`config.mk`:
```
export PLATFORM = sky130hd
export DESIGN_NAME = serial_tx
export DESIGN_NICKNAME = d
export VERILOG_FILES = /design/src/rtl/serial_pkg.sv /design/src/rtl/serial_tx_bit_timer.sv /design/src/rtl/serial_tx.sv
export SDC_FILE = /design/constraint.sdc
export NUM_CORES = 1
export LEC_CHECK = 0
export ABC_AREA = 1
export CAP_MARGIN = 20
export CORE_MARGIN = 8
export CORE_UTILIZATION = 40
export DETAILED_ROUTE_END_ITERATION = 12
export PLACE_DENSITY = 0.58
export SYNTH_ARGS = -nofsm -noshare
export SYNTH_HDL_FRONTEND = slang
export SYNTH_HIERARCHICAL = 1
export SYNTH_SLANG_ARGS = --single-unit
```
`constraint.sdc`:
```
create_clock -name clk -period 2.7 [get_ports clk]
set_input_delay 0.27 -clock clk [delete_from_list [all_inputs] [get_ports clk]]
set_output_delay 0.27 -clock clk [all_outputs]
set_load 0.1 [all_outputs]
```
`src/rtl/serial_pkg.sv`:
```
// Shared definitions for the serial transmitter and its matching receiver.
// Holds the frame state encoding and the line levels used on the wire.
// No logic; imported by every serial block.
package serial_pkg;

    // Frame sequencing states, 3-bit encoding shared with the receiver.
    typedef enum logic [2:0] {
        IDLE   = 3'd0,
        START  = 3'd1,
        DATA   = 3'd2,
        PARITY = 3'd3,
        STOP   = 3'd4
    } state_e;

    // Line levels: the line rests high and each frame opens with a low start bit.
    localparam logic LINE_IDLE = 1'b1;
    localparam logic START_LVL = 1'b0;

endpackage

```
`src/rtl/serial_tx_bit_timer.sv`:
```
// Purpose: modulo-CLKS_PER_BIT bit-period counter; tick marks the last clock of a bit.
// Latency: tick is decoded combinationally from the registered count.
// Backpressure: none; clr holds the count at zero.
// Ports: clk, rstn (async active-low), clr (sync clear), tick (terminal count),
//        cnt (current position within the bit period).
module bit_timer #(
    parameter int CLKS_PER_BIT = 16,
    parameter int CNT_W        = $clog2(CLKS_PER_BIT)
) (
    input  logic             clk,
    input  logic             rstn,
    input  logic             clr,
    output logic             tick,
    output logic [CNT_W-1:0] cnt
);

    localparam logic [CNT_W-1:0] LAST = CNT_W'(CLKS_PER_BIT - 1);

    logic [CNT_W-1:0] cnt_q;
    logic [CNT_W-1:0] cnt_d;

    always_comb begin
        cnt_d = cnt_q + 1'b1;
        if (clr || (cnt_q == LAST)) begin
            cnt_d = '0;
        end
    end

    always_ff @(posedge clk or negedge rstn) begin
        if (!rstn) begin
            cnt_q <= '0;
        end else begin
            cnt_q <= cnt_d;
        end
    end

    assign tick = (cnt_q == LAST);
    assign cnt  = cnt_q;

endmodule

```
`src/rtl/serial_tx.sv`:
```
// Purpose: frame transmitter: start, DATA_W bits LSB first, optional even parity, stop.
// Latency: tx leaves idle on the clock after acceptance; a frame is (2+DATA_W+PARITY_EN)*CLKS_PER_BIT clocks.
// Backpressure: in_ready only in IDLE; in_valid while busy is ignored, not queued.
// Ports: clk, rstn (async active-low), in_data/in_valid/in_ready (word handshake),
//        tx (registered serial line), busy (frame in progress), done (last stop clock).
module serial_tx
    import serial_pkg::*;
#(
    parameter int DATA_W       = 8,
    parameter int CLKS_PER_BIT = 16,
    parameter bit PARITY_EN    = 1'b0
) (
    input  logic              clk,
    input  logic              rstn,
    input  logic [DATA_W-1:0] in_data,
    input  logic              in_valid,
    output logic              in_ready,
    output logic              tx,
    output logic              busy,
    output logic              done
);

    localparam int CNT_W = $clog2(CLKS_PER_BIT);
    localparam int IDX_W = $clog2(DATA_W + 1);
    localparam logic [IDX_W-1:0] LAST_IDX = IDX_W'(DATA_W - 1);
    // done is registered, so it is armed one clock before the stop bit's final clock.
    localparam logic [CNT_W-1:0] DONE_CNT = CNT_W'(CLKS_PER_BIT - 2);

    state_e            state_q, state_d;
    logic [DATA_W-1:0] shift_q, shift_d;
    logic [IDX_W-1:0]  idx_q, idx_d;
    logic              par_q, par_d;
    logic              tx_q, tx_d;
    logic              busy_q, busy_d;
    logic              done_q, done_d;

    logic              accept;
    logic              tick;
    logic [CNT_W-1:0]  cnt;

    // Timer sits at zero while idle, so the first START clock is count 0.
    bit_timer #(
        .CLKS_PER_BIT (CLKS_PER_BIT),
        .CNT_W        (CNT_W)
    ) u_bit_timer (
        .clk  (clk),
        .rstn (rstn),
        .clr  (state_q == IDLE),
        .tick (tick),
        .cnt  (cnt)
    );

    assign in_ready = (state_q == IDLE);
    assign accept   = in_valid && in_ready;

    always_comb begin
        state_d = state_q;
        shift_d = shift_q;
        idx_d   = idx_q;
        par_d   = par_q;

        case (state_q)
            IDLE: begin
                if (accept) begin
                    state_d = START;
                    shift_d = in_data;
                    par_d   = ^in_data;   // parity of the captured word
                    idx_d   = '0;
                end
            end
            START: begin
                if (tick) state_d = DATA;
            end
            DATA: begin
                if (tick) begin
                    shift_d = shift_q >> 1;
                    if (idx_q == LAST_IDX) begin
                        idx_d   = '0;
                        state_d = PARITY_EN ? PARITY : STOP;
                    end else begin
                        idx_d = idx_q + 1'b1;
                    end
                end
            end
            PARITY: begin
                if (tick) state_d = STOP;
            end
            STOP: begin
                if (tick) state_d = IDLE;
            end
            default: state_d = IDLE;
        endcase

        // Line level follows the state being entered so tx changes on the bit boundary.
        case (state_d)
            START:   tx_d = START_LVL;
            DATA:    tx_d = shift_d[0];
            PARITY:  tx_d = par_q;
            default: tx_d = LINE_IDLE;
        endcase

        busy_d = (state_d != IDLE);
        done_d = (state_q == STOP) && (cnt == DONE_CNT);
    end

    always_ff @(posedge clk or negedge rstn) begin
        if (!rstn) begin
            state_q <= IDLE;
            shift_q <= '0;
            idx_q   <= '0;
            par_q   <= 1'b0;
            tx_q    <= LINE_IDLE;
            busy_q  <= 1'b0;
            done_q  <= 1'b0;
        end else begin
            state_q <= state_d;
            shift_q <= shift_d;
            idx_q   <= idx_d;
            par_q   <= par_d;
            tx_q    <= tx_d;
            busy_q  <= busy_d;
            done_q  <= done_d;
        end
    end

    assign tx   = tx_q;
    assign busy = busy_q;
    assign done = done_q;

endmodule

```
==> results <==
- The run finished with clean final reports.
- The antenna cell count is 0.
- The share of flip-flops with an asynchronous set or reset after synthesis is 100%.
- Between clock sinks in the finished design, the worst skew comes to 1.15 ps.
- The top layer reached by signal wires is met4.
- In the synthesized netlist, the number of instances is 166.
- When the netlist entered floorplanning its net count stood at 179.
- In this run the number of cells on the critical path is 4.
- The slowest stage of the critical path is the dfrtp_1 cell.
- The smallest setup slack after layout is 948 ps.
- The element type at the critical path start is a register.
- Setup repair after global routing left no endpoint under its margin.
- CTS built an H-tree with a depth of 1.
- The remaining max-slew budget at the tightest pin is 76.8%.
- The mapped netlist covers 1340 µm².
- The floorplan step set the die height to 73.8 µm.
- The number of synthesized flops with an enable pin is 0.
- The register clock-pin slew on the reported worst setup and hold paths is 120 ps.
- The delay contributed by the slowest stage of the critical path is 490 ps.
- For the pin with the worst max-slew slack, the measured transition is 347 ps.
- The fraction of final layout cells with drive strength greater than 1 is 16.4%.
- In this run the static leakage power is 0.000748 µW.
- The area share of the largest cell type after synthesis is 41.2%.
- In this run the count of I/O pins placed on the die edge is 15.
- The largest net degree at the start of global routing is 24.
- The final route contains 1,103 vias.
- The detailed route wirelength on metal2 is 1260 µm.
- The final layout contains routed wiring with a total length of 2590 µm.
- The kind of cell with the highest combined delay along the critical path is flip-flops.
- The yosys synthesis warning count is 6.
- The die outline area is 5440 µm².
- The remaining antenna violation count after routing is 0.
- After global routing the overflow that remains totals 0.
- The minimum setup slack after placement is 981 ps.
- The tree is rooted in a clkbuf_4.
- In this run the critical register-to-register path is captured at idx_q[0]$_DFFE_PN0P_.
- The clock latency on the worst-skew pair is 300 ps.
- Detailed placement finished with a half-perimeter wire length of 2050 µm.
- The minimum period implied by the final worst setup slack is 1750 ps.
- For this run, the register share of the synthesized area comes to 43.2%.
- The detailed router put a total of 1200 µm of wire on met1.
- The total internal power is 425 µW.
- The routed wire length on met3 is 81 µm.
- The start of the worst register-to-register path is u_bit_timer/cnt[0]$_DFF_PN0_.
- Of the total power, the share spent switching nets is 22.8%.
- In the routed design, unresolved DRC markers number 0.
- The routed wire length per instance is 11.3 µm.
- The floorplan step set the die width to 73.8 µm.
- The relative contribution of combinational cells to total power is 9.2%.
- The total core area is 3260 µm².
- The signal on the critical path passes through nor2_4 > nand2_1 > inv_1 > buf_4.
- The net switching power figure is 126 µW.
- The final estimated routing congestion in global placement is 0.809.
- Of the total power, registers draw 62.5%.
- In this run the register-to-register setup slack is 980 ps.
- Counting distinct cell types in the post-synthesis netlist gives 28.
- Ranked by total cell area, the synthesized netlist is headed by dfrtp_1 (41%), nand2_1 (13%), nand3_1 (6.7%), inv_1 (5.9%), nor2_1 (3.4%).
- Together, buffers and inverters on the worst path number 2.
- Data on the critical path is required at its endpoint by 2430 ps.
- The number of buffers added for setup after CTS is 0.
- Compared with the post-synthesis result, the final layout area differs by 14.9%.
- The maximum fanout along the worst path is 6.
- The per-cell via count in the routed design is 4.82.
- The CTS sink count is 23.
- The count of hold buffers inserted by post-cts repair is 0.
- The class of the most critical setup path is register to output pin.
- TritonCTS built the clock tree.
- Gates resized during post-CTS repair numbered 0.
- Data arrives at the worst endpoint at 1480 ps.
- The per-instance average area after synthesis is 8.04 µm².
- IR analysis of the VDD net gives a maximum drop of 132 µV.
- The total of buffers placed on input and output ports is 14.
- The first detailed-routing pass took 4 iterations.
- The number of max-slew violations in the final report came to 0.
- The number of antenna violations at the first check in global routing was 0.
- Buffers inserted during clock tree synthesis total 3.
- In this run the power density over the cells is 359 nW/µm².
- The total negative slack for setup checks is 0 ps.
- The worst hold path class is primary input to async pin.
- Among all flip-flop cells after synthesis, the most frequent one is dfrtp_1.
- Setup violations remaining at the end of the flow were counted as 0.
- The critical path capture point type is an output pin.
- Max-cap violations in this run came to 0.
- The number of cells on the worst reg-to-reg path is 7.
- The final layout contains 197 nets.
- Once the floorplan was initialized, standard cells occupied 41.0% of the core.
- The flip-flop and latch count after synthesis is 23.
- The largest total area in the synthesized netlist belongs to dfrtp_1.
- The via count of the first global-routing pass is 1,086.
- The clock network fraction of total power is 28.2%.
- In this run, the number of DRC markers left after iteration 0 of detailed routing was 42.
- The hold violation total from the final report came to 0.
- The final critical-path share of the clock period is 64.9%.
- The first global-routing pass estimated 4630 µm of wire.
- Derived from the worst setup path, the maximum achievable clock frequency is 571 MHz.
- The clock passes through at most 2 buffers.
- The placement row count is 21.
- Global routing used 10.9% of the available tracks across all layers.
[routing by layer]
layer	vias to the layer above	global-route usage, %
li1	570	-
met1	511	12.4
met2	18	17.9
met3	4	2.18
met4	0	7.32
met5	-	0
[Yosys cell counts, types with 3 or more instances]
cell type	number
a21oi_1	4
dfrtp_1	22
inv_1	21
inv_2	4
nand2_1	48
nand2_2	5
nand3_1	18
nand4_1	4
nor2_1	12
o211ai_2	3
o21ai_0	3
[sequential cells by signal, summed over array words and instances, names as in the netlist]
signal	flops
u_bit_timer/cnt	4
done	1
state_q	3
par_q	1
tx	1
idx_q	4
busy	1
shift_q	8
[power by group through the flow]
stage	Combinational, µW	Sequential (µW)	Clock, µW
2_1_floorplan	21.3	351	0
6_report	50.9	344	155
5_1_grt	58.2	345	181
4_1_cts	52.2	344	166
3_5_place_dp	52.0	351	0
3_3_place_gp	50.1	351	0
[worst reg2reg max path: cells and delay by family, from the launching register on]
family	cells	cell delay, ps
adders and majority gates	1	210
AOI/OAI and AO/OA	2	210
and+or+nand+nor	4	780
DFF	1	430
[per-stage QoR]
stage	area [µm²]	total power, µW	instances	util [%]	hold slack, ps
after CTS	1530	563	229	47.1	299
after global placement	1510	401	225	46.3	481
final	1530	551	229	47.1	302
after floorplan	1340	372	166	-	-25.6
after detailed placement	1510	403	225	46.3	496
after global routing	1530	584	229	47.1	308
[area by class of cell]
| class | count | area, µm² |
|---|---|---|
| fill | 346 | 1720 |
| tap | 46 | 57.6 |
| inverter | 25 | 93.8 |
| sequential | 23 | 577 |
| clock buffer | 4 | 26.3 |
| multi-input combinational | 116 | 642 |
| timing repair buffer | 15 | 138 |
[cells by family after synthesis]
| group | share of synthesized area [%] |
|---|---|
| AND/OR/NAND/NOR | 34.9 |
| buffers and inverters | 8.72 |
| flip-flops | 43.2 |
| AO/OA/AOI/OAI | 10.0 |
| XOR/XNOR | 1.31 |
| adder cells (fa/ha/maj) | 1.87 |
[worst max-delay path by stage]
stage / from / to / slack (ps)
finish: state_q[2]$_DFF_PN0_ / in_ready / 950
global route: u_bit_timer/cnt[0]$_DFF_PN0_ / idx_q[0]$_DFFE_PN0P_ / 810
CTS: state_q[2]$_DFF_PN0_ / in_ready / 930
detailed placement: u_bit_timer/cnt[0]$_DFF_PN0_ / idx_q[3]$_DFFE_PN0P_ / 980
global placement: u_bit_timer/cnt[0]$_DFF_PN0_ / tx$_DFF_PN1_ / 1060
floorplan: state_q[2]$_DFF_PN0_ / u_bit_timer/cnt[0]$_DFF_PN0_ / 960
[cells in the final DEF (no fill, tap or decap), types with 2 or more instances in the layout]
cell type | netlist | layout
nor2_1 | 12 | 12
nand2_2 | 5 | 5
nand3_4 | 2 | 2
inv_2 | 4 | 4
dfrtp_1 | 22 | 22
o21ai_0 | 3 | 3
clkbuf_4 | 0 | 3
a21oi_1 | 4 | 4
buf_4 | 0 | 5
nor2_2 | 2 | 2
clkdlybuf4s50_1 | 0 | 10
xnor2_1 | 2 | 2
ha_1 | 2 | 2
nand3_1 | 18 | 18
inv_1 | 21 | 21
nand4_1 | 4 | 4
o211ai_2 | 3 | 3
nand2_1 | 48 | 48
Power figures use the tool's default switching activity.
